[src/rtl/pet_clk_enables_pkg.sv]
// Shared timing constants, the strobe bundle type and divider helper functions for the PET clock enables.
// Everything here is compile-time only and holds no state.
package pet_clk_enables_pkg;

  localparam int SYS_CLOCK_MHZ = 64;

  typedef struct packed {
    logic clk16;
    logic clk8;
    logic clk1n;
    logic clk1;
  } strobe_t;

  // log2 of a power-of-two divisor
  function automatic int clk_div_bits(input int mhz);
    int b;
    b = 0;
    for (int i = 0; i < 31; i++) begin
      if ((1 << i) < mhz) b = i + 1;
    end
    return b;
  endfunction

  // True when the low 'bits' bits of v are all ones; zero bits is always true
  function automatic logic low_ones(input logic [31:0] v, input int bits);
    logic r;
    r = 1'b1;
    for (int i = 0; i < 32; i++) begin
      if (i < bits) r = r & v[i];
    end
    return r;
  endfunction

endpackage

[src/rtl/pet_clk_divider.sv]
// Free-running wrap-around counter with a terminal-count flag over its low TC_W bits.
// Count advances every cycle; no backpressure, synchronous reset to zero.
module pet_clk_divider #(
  parameter int CNT_W = 6,
  parameter int TC_W  = CNT_W
) (
  input  logic             clk,
  input  logic             rst,
  output logic [CNT_W-1:0] cnt,
  output logic             tc
);

  always_ff @(posedge clk) begin
    if (rst) cnt <= '0;
    else     cnt <= cnt + CNT_W'(1);
  end

  assign tc = &cnt[TC_W-1:0];

endmodule

[src/rtl/pet_clk_enables.sv]
// 16/8/1 MHz one-cycle clock-enable strobes and 1 MHz phase, all phase-locked to one divider.
// Strobes are registered one cycle after the decoded count; no backpressure.
module pet_clk_enables #(
  parameter int SYS_CLOCK_MHZ = pet_clk_enables_pkg::SYS_CLOCK_MHZ,
  localparam int CNT_W = pet_clk_enables_pkg::clk_div_bits(SYS_CLOCK_MHZ)
) (
  input  logic             sys_clock_i,
  input  logic             reset_i,
  output logic             clk16_en_o,
  output logic             clk8_en_o,
  output logic             clk1n_en_o,
  output logic             clk1_en_o,
  output logic             cpu_clk_o,
  output logic [CNT_W-1:0] phase_o
);
  import pet_clk_enables_pkg::*;

  localparam int DIV16 = SYS_CLOCK_MHZ / 16;
  localparam int DIV8  = SYS_CLOCK_MHZ / 8;
  localparam int DIV1  = SYS_CLOCK_MHZ;
  localparam int B16   = clk_div_bits(DIV16);
  localparam int B8    = clk_div_bits(DIV8);
  localparam logic [CNT_W-1:0] HALF_TC = CNT_W'(DIV1 / 2 - 1);

  logic [CNT_W-1:0] cnt;
  logic             wrap;
  strobe_t          dec;
  strobe_t          strb;
  logic             cpu_clk;

  pet_clk_divider #(
    .CNT_W(CNT_W),
    .TC_W (CNT_W)
  ) u_div (
    .clk(sys_clock_i),
    .rst(reset_i),
    .cnt(cnt),
    .tc (wrap)
  );

  // Decode the pre-increment count so each strobe lands on the cycle the count wraps its slice
  always_comb begin
    dec       = '0;
    dec.clk16 = low_ones(32'(cnt), B16);
    dec.clk8  = low_ones(32'(cnt), B8);
    dec.clk1n = wrap;
    dec.clk1  = (cnt == HALF_TC);
  end

  always_ff @(posedge sys_clock_i) begin
    if (reset_i) begin
      strb    <= '0;
      cpu_clk <= 1'b0;
    end else begin
      strb <= dec;
      if (dec.clk1)       cpu_clk <= 1'b1;
      else if (dec.clk1n) cpu_clk <= 1'b0;
    end
  end

  assign clk16_en_o = strb.clk16;
  assign clk8_en_o  = strb.clk8;
  assign clk1n_en_o = strb.clk1n;
  assign clk1_en_o  = strb.clk1;
  assign cpu_clk_o  = cpu_clk;
  // The divider count is already a register, so it doubles as the phase output
  assign phase_o    = cnt;

endmodule

[config.mk]
export PLATFORM = sky130hd
export DESIGN_NAME = pet_clk_enables
export DESIGN_NICKNAME = d
export VERILOG_FILES = /design/src/rtl/pet_clk_enables_pkg.sv /design/src/rtl/pet_clk_divider.sv /design/src/rtl/pet_clk_enables.sv
export SDC_FILE = /design/constraint.sdc
export NUM_CORES = 1
export LEC_CHECK = 0
export ABC_AREA = 1
export CAP_MARGIN = 10
export CORE_AREA = 4 4 41 43
export DETAILED_ROUTE_END_ITERATION = 16
export DIE_AREA = 0 0 45 47
export PLACE_DENSITY = 0.57
export SLEW_MARGIN = 15
export SYNTH_ARGS = -nofsm -noshare
export SYNTH_HDL_FRONTEND = slang
export SYNTH_SLANG_ARGS = --single-unit
[constraint.sdc]
create_clock -name sys_clock_i -period 1.6 [get_ports sys_clock_i]
set_input_delay 0.4 -clock sys_clock_i [delete_from_list [all_inputs] [get_ports sys_clock_i]]
set_output_delay 0.4 -clock sys_clock_i [all_outputs]
set_load 0.01 [all_outputs]
---- Yosys cells after proc, flatten, opt, wreduce, memory -nomap -nowiden ----
Cells that the tools add are included.
operators by class
  equality and inequality tests ........... 1
  mux-type cells .......................... 2
  $mul .................................... 0
  add/sub/neg operators ................... 1
  $lt $le $gt $ge ......................... 0
  reductions and logical operators ........ 2
  bitwise gates (word level) .............. 2
  divide/modulo/power cells ............... 0
  shifts and indexed selects .............. 0
operator list
  operator                                                               count
  6-bit by 1-bit adder with 6-bit output, second input constant          1
  6-bit by 5-bit equality test with 1-bit output, second input constant  1
  6-bit AND reduction                                                    1
  1-bit bitwise AND                                                      2
  1-bit 2-to-1 mux                                                       2
  2-bit nonzero test                                                     1
storage, ports and cells
  input port bits ......................... 2
  latch bits .............................. 0
  output and inout bits ................... 11
  bits in registers ....................... 11
  logic and storage cells ................. 14
  RAM bits ................................ 0
  memories kept ........................... 0
  memory bits (read-only) ................. 0

---- Logic depth before layout (Yosys ltp) ----
Gate-level depths: netlist of the first run.
  depth after elaboration ................. 3
  gate-level depth with buffers ........... 5
  mapped depth without buffers ............ 5

---- Cells and area by module ----
From an unflattened synthesis of the first run, not the netlist that was laid out.
second synthesis, totals
  cells, all modules ...................... 53
  area, all modules ....................... 416.6 sq um
modules (own cells, without submodules)
  module           cells each  area an instance (sq um)  instances
  pet_clk_divider  34          256.5                     1
  pet_clk_enables  19          160.2                     1

---- Least setup slack after synthesis of the first run ----
OpenSTA, ideal clock, no wires.
  path type ............................... reg-to-reg
  start point ............................. register u_div.cnt[0]
  end point ............................... register u_div.cnt[2]
  required time ........................... 1489 ps
  buffers on the path ..................... 0
  clock period less this slack ............ 1047 ps
  cell stages (with the launch flop) ...... 5
  library setup time ...................... 111 ps
  slack ................................... 553 ps
  arrival ................................. 936 ps
  cell sequence ........................... dfxtp_1 ha_1 ha_1 inv_1 nor2_1
on the way
  longest elaborated chain between the ends .. 1
RTL lines
  item                                    RTL line               RTL
  from (decl)                             pet_clk_divider.sv:9   output logic [CNT_W-1:0] cnt,
  from (signal assigned)                  pet_clk_divider.sv:15  else cnt <= cnt + CNT_W'(1);
  6-bit by 1-bit adder with 6-bit output  pet_clk_divider.sv:15
Every way passes these cells.
A chain may end at the register's enable or synchronous reset.

---- Final worst setup path of the first run ----
  start point ............................. register cpu_clk, in the netlist cpu_clk_o
  end point ............................... output cpu_clk_o
RTL lines
  item                    RTL line               RTL
  from (decl)             pet_clk_enables.sv:29  logic cpu_clk;
  from (signal assigned)  pet_clk_enables.sv:53  cpu_clk <= 1'b0;
  from (signal assigned)  pet_clk_enables.sv:56  if (dec.clk1) cpu_clk <= 1'b1;
  from (signal assigned)  pet_clk_enables.sv:57  else if (dec.clk1n) cpu_clk <= 1'b0;
  to (decl)               pet_clk_enables.sv:13  output logic cpu_clk_o,
No word-level cell between the ends.

==> run_results.csv, run 1 <==
group,metric,value,unit
detailed_routing,num_vias,329,
sta,tightestPinTransition,147,ps
synthesis,mappedNetlistNets,53,
synthesis,ys_top_cells_by_area,"dfxtp_1, inv_1, nor2_1, ha_1, nand3_1",
detailed_routing,via_per_inst,4.11,
layout,final_common_cell,"inv_1",
synthesis,synth_cell_types,14,
layout,instances_no_fill,80,
die,die_h,47,microns
die,die_w,45,microns
synthesis,ys_seq_area_share,53.5,%
grt,grt_usage,8.95,%
clocking,h-tree-depth,1,
die,die-area,2120,sq um
clocking,postCtsHoldBufs,0,
clocking,root_buffer,"clkbuf_4",
clocking,clk_pin_slew,70,ps
clocking,cts.path.max_buffers,2,
run_status,status,"finished clean",
power,ir_worst_vdd,439,uV
sta,fmax,0.654,GHz
synthesis,ys_ff_latch,11,
clocking,worstSkewPairLatency,270,ps
layout,area_growth,41.6,%
worst_hold_path,hold_class,"register to register",
die,core_area,1300,sq um
setup_path,max_stage_delay,530,ps
sta,setup-violations-final,0,
synthesis,synth_largest_area_cell,"dfxtp_1",
grt,grt.overflow.total,0,
setup_path,crit_chain,"clkdlybuf4s50_1",
setup_path,end_kind,"primary output",
detailed_routing,drt_first_pass_iters,1,
layout,final_cell_mix,"inv_1, dfxtp_1, nor2_1",
sta,clock-skew-final,6.54,ps
sta,rsz0062_at_grt,"false",
die,initial_utilization,31.6,%
clocking,cts_made_buffers,3,
power,cellPowerDensity,885,nW/um^2
run,cap_violations,0,
layout,multiInputGateArea,139,sq um
sta,period_share,95.5,%
die,pin_count,13,
grt,antenna_found_initial,0,
die,row_count,13,
setup_path,worstPathRequired,1200,ps
setup_path,worstSetupPathType,"register to primary output",
clocking,numClockSinks,11,
grt,grt_max_degree,7,
setup_path,critPathMaxFanout,2,
layout,drive_above_1_share,13.8,%
sta,fin_crit,1530,ps
sta,slew_violations,0,
place,portBuffers,12,
clocking,cts_tree,"done",
setup_path,arrival,1130,ps
sta,maxSlewHeadroom,90.1,%
place,gp_congestion,0.726,
synthesis,syn_inst,49,
setup_path,cp.buffers_inverters,1,
power,p_total,0.000516,W
layout,nets,70,
setup_path,cpMaxStageDelayCell,"clkdlybuf4s50_1",
layout,regArea,223,sq um
detailed_routing,first_iter_violations,0,
grt,grt_pass1_wl,1240,microns
detailed_routing,finalWirelength,696,microns
place,hpwl,541,microns
sta,hold_viol,0,
synthesis,syn_area,412,sq um
synthesis,synth_top_area_share,53.5,%
setup_path,crit_path_start_kind,"register",
power,leakagePower,0.320,nW
sta,setup-tns-final,0,ps
grt,first_global_vias,293,
layout,num-fill-cells,147,
synthesis,yosysWarnings,0,
detailed_routing,drc,0,
setup_path,critical-path-top-delay-family,"buffers and inverters",
detailed_routing,drt.antenna.violating_nets,0,
place,placed_cells,76,
layout,fin_util,44.8,%
synthesis,syn_area_per_cell,8.40,sq um
layout,antenna_cells,0,
sta,hold_ws,475,ps
detailed_routing,routedWlPerCell,8.70,microns
-- synthesized netlist by cell type --
cell / instances
a21oi_1: 3
nor2_4: 1
nand2_2: 1
nor2_1: 7
dfxtp_1: 11
inv_1: 10
nor3_1: 1
ha_1: 2
nand4_1: 1
inv_2: 1
nand3_1: 4
nand2_1: 5
buf_6: 1
o21ai_0: 1
-- metrics by stage --
| stage | cell area, sq um | setup WS [ps] |
|---|---|---|
| floorplan | 412 | 553 |
| global placement | 547 | 252 |
| detailed placement | 547 | 244 |
| CTS | 573 | 2.62 |
| global route | 583 | 15.5 |
| finish | 583 | 71.7 |
-- power by group --
group | leakage, nW | internal [W] | switching (W)
logic | 0.214 | 0.0000199 | 0.0000205
clock network | 0.0150 | 0.0000964 | 0.0000911
registers | 0.0902 | 0.000281 | 0.00000703
-- worst paths after layout --
path,start,end,slack (ps),depth (start not counted)
worst max-delay path,cpu_clk_o$_SDFFE_PP0P_,cpu_clk_o,70,1
worst min-delay path,u_div.cnt[0]$_SDFF_PP0_,u_div.cnt[0]$_SDFF_PP0_,470,1
worst min register to register,u_div.cnt[0]$_SDFF_PP0_,u_div.cnt[0]$_SDFF_PP0_,470,1
worst max register to register,u_div.cnt[0]$_SDFF_PP0_,u_div.cnt[2]$_SDFF_PP0_,550,4
-- layout make-up --
type | count | area share [%]
sequential | 11 | 38.2
multi-input combinational | 26 | 23.8
timing repair buffer | 13 | 23.2
inverter | 11 | 7.08
clock buffer | 4 | 4.51
tap | 15 | 3.22
-- timing repair --
action | in CTS | in global routing
gates resized for setup | 4 | 4
buffers inserted | 0 | 0
cloned | 0 | 0
endpoints found under the setup margin | 4 | 4
-- layer usage --
| metal | vias to the layer above | share of wire (%) | track usage, % |
|---|---|---|---|
| met1 | 134 | 51 | 11.2 |
| met4 | 0 | 4.9 | 10.5 |
| met3 | 4 | 6.2 | 2.30 |
| met5 | - | 0 | 0 |
| li1 | 183 | - | - |
| met2 | 8 | 38 | 11.3 |
-- sequential cells by signal, summed over array words and instances, names as in the netlist --
signal	flops
u_div.cnt	6
clk16_en_o	1
clk1_en_o	1
clk1n_en_o	1
clk8_en_o	1
cpu_clk_o	1
-- logic make-up after synthesis --
kind of cell             synth area share [%]
flip-flops                               53.5
AND/OR/NAND/NOR                          22.8
adder cells (fa/ha/maj)                  6.08
AO/OA/AOI/OAI                            4.86
buffers and inverters                    12.8
Power figures use the tool's default switching activity.
==> run 2: changes to the inputs <==
SKIP_LAST_GASP = 1   (was unset)
==> results of run 2 <==
Same layout as run 1: the final DEF is identical, and so are final timing and power.
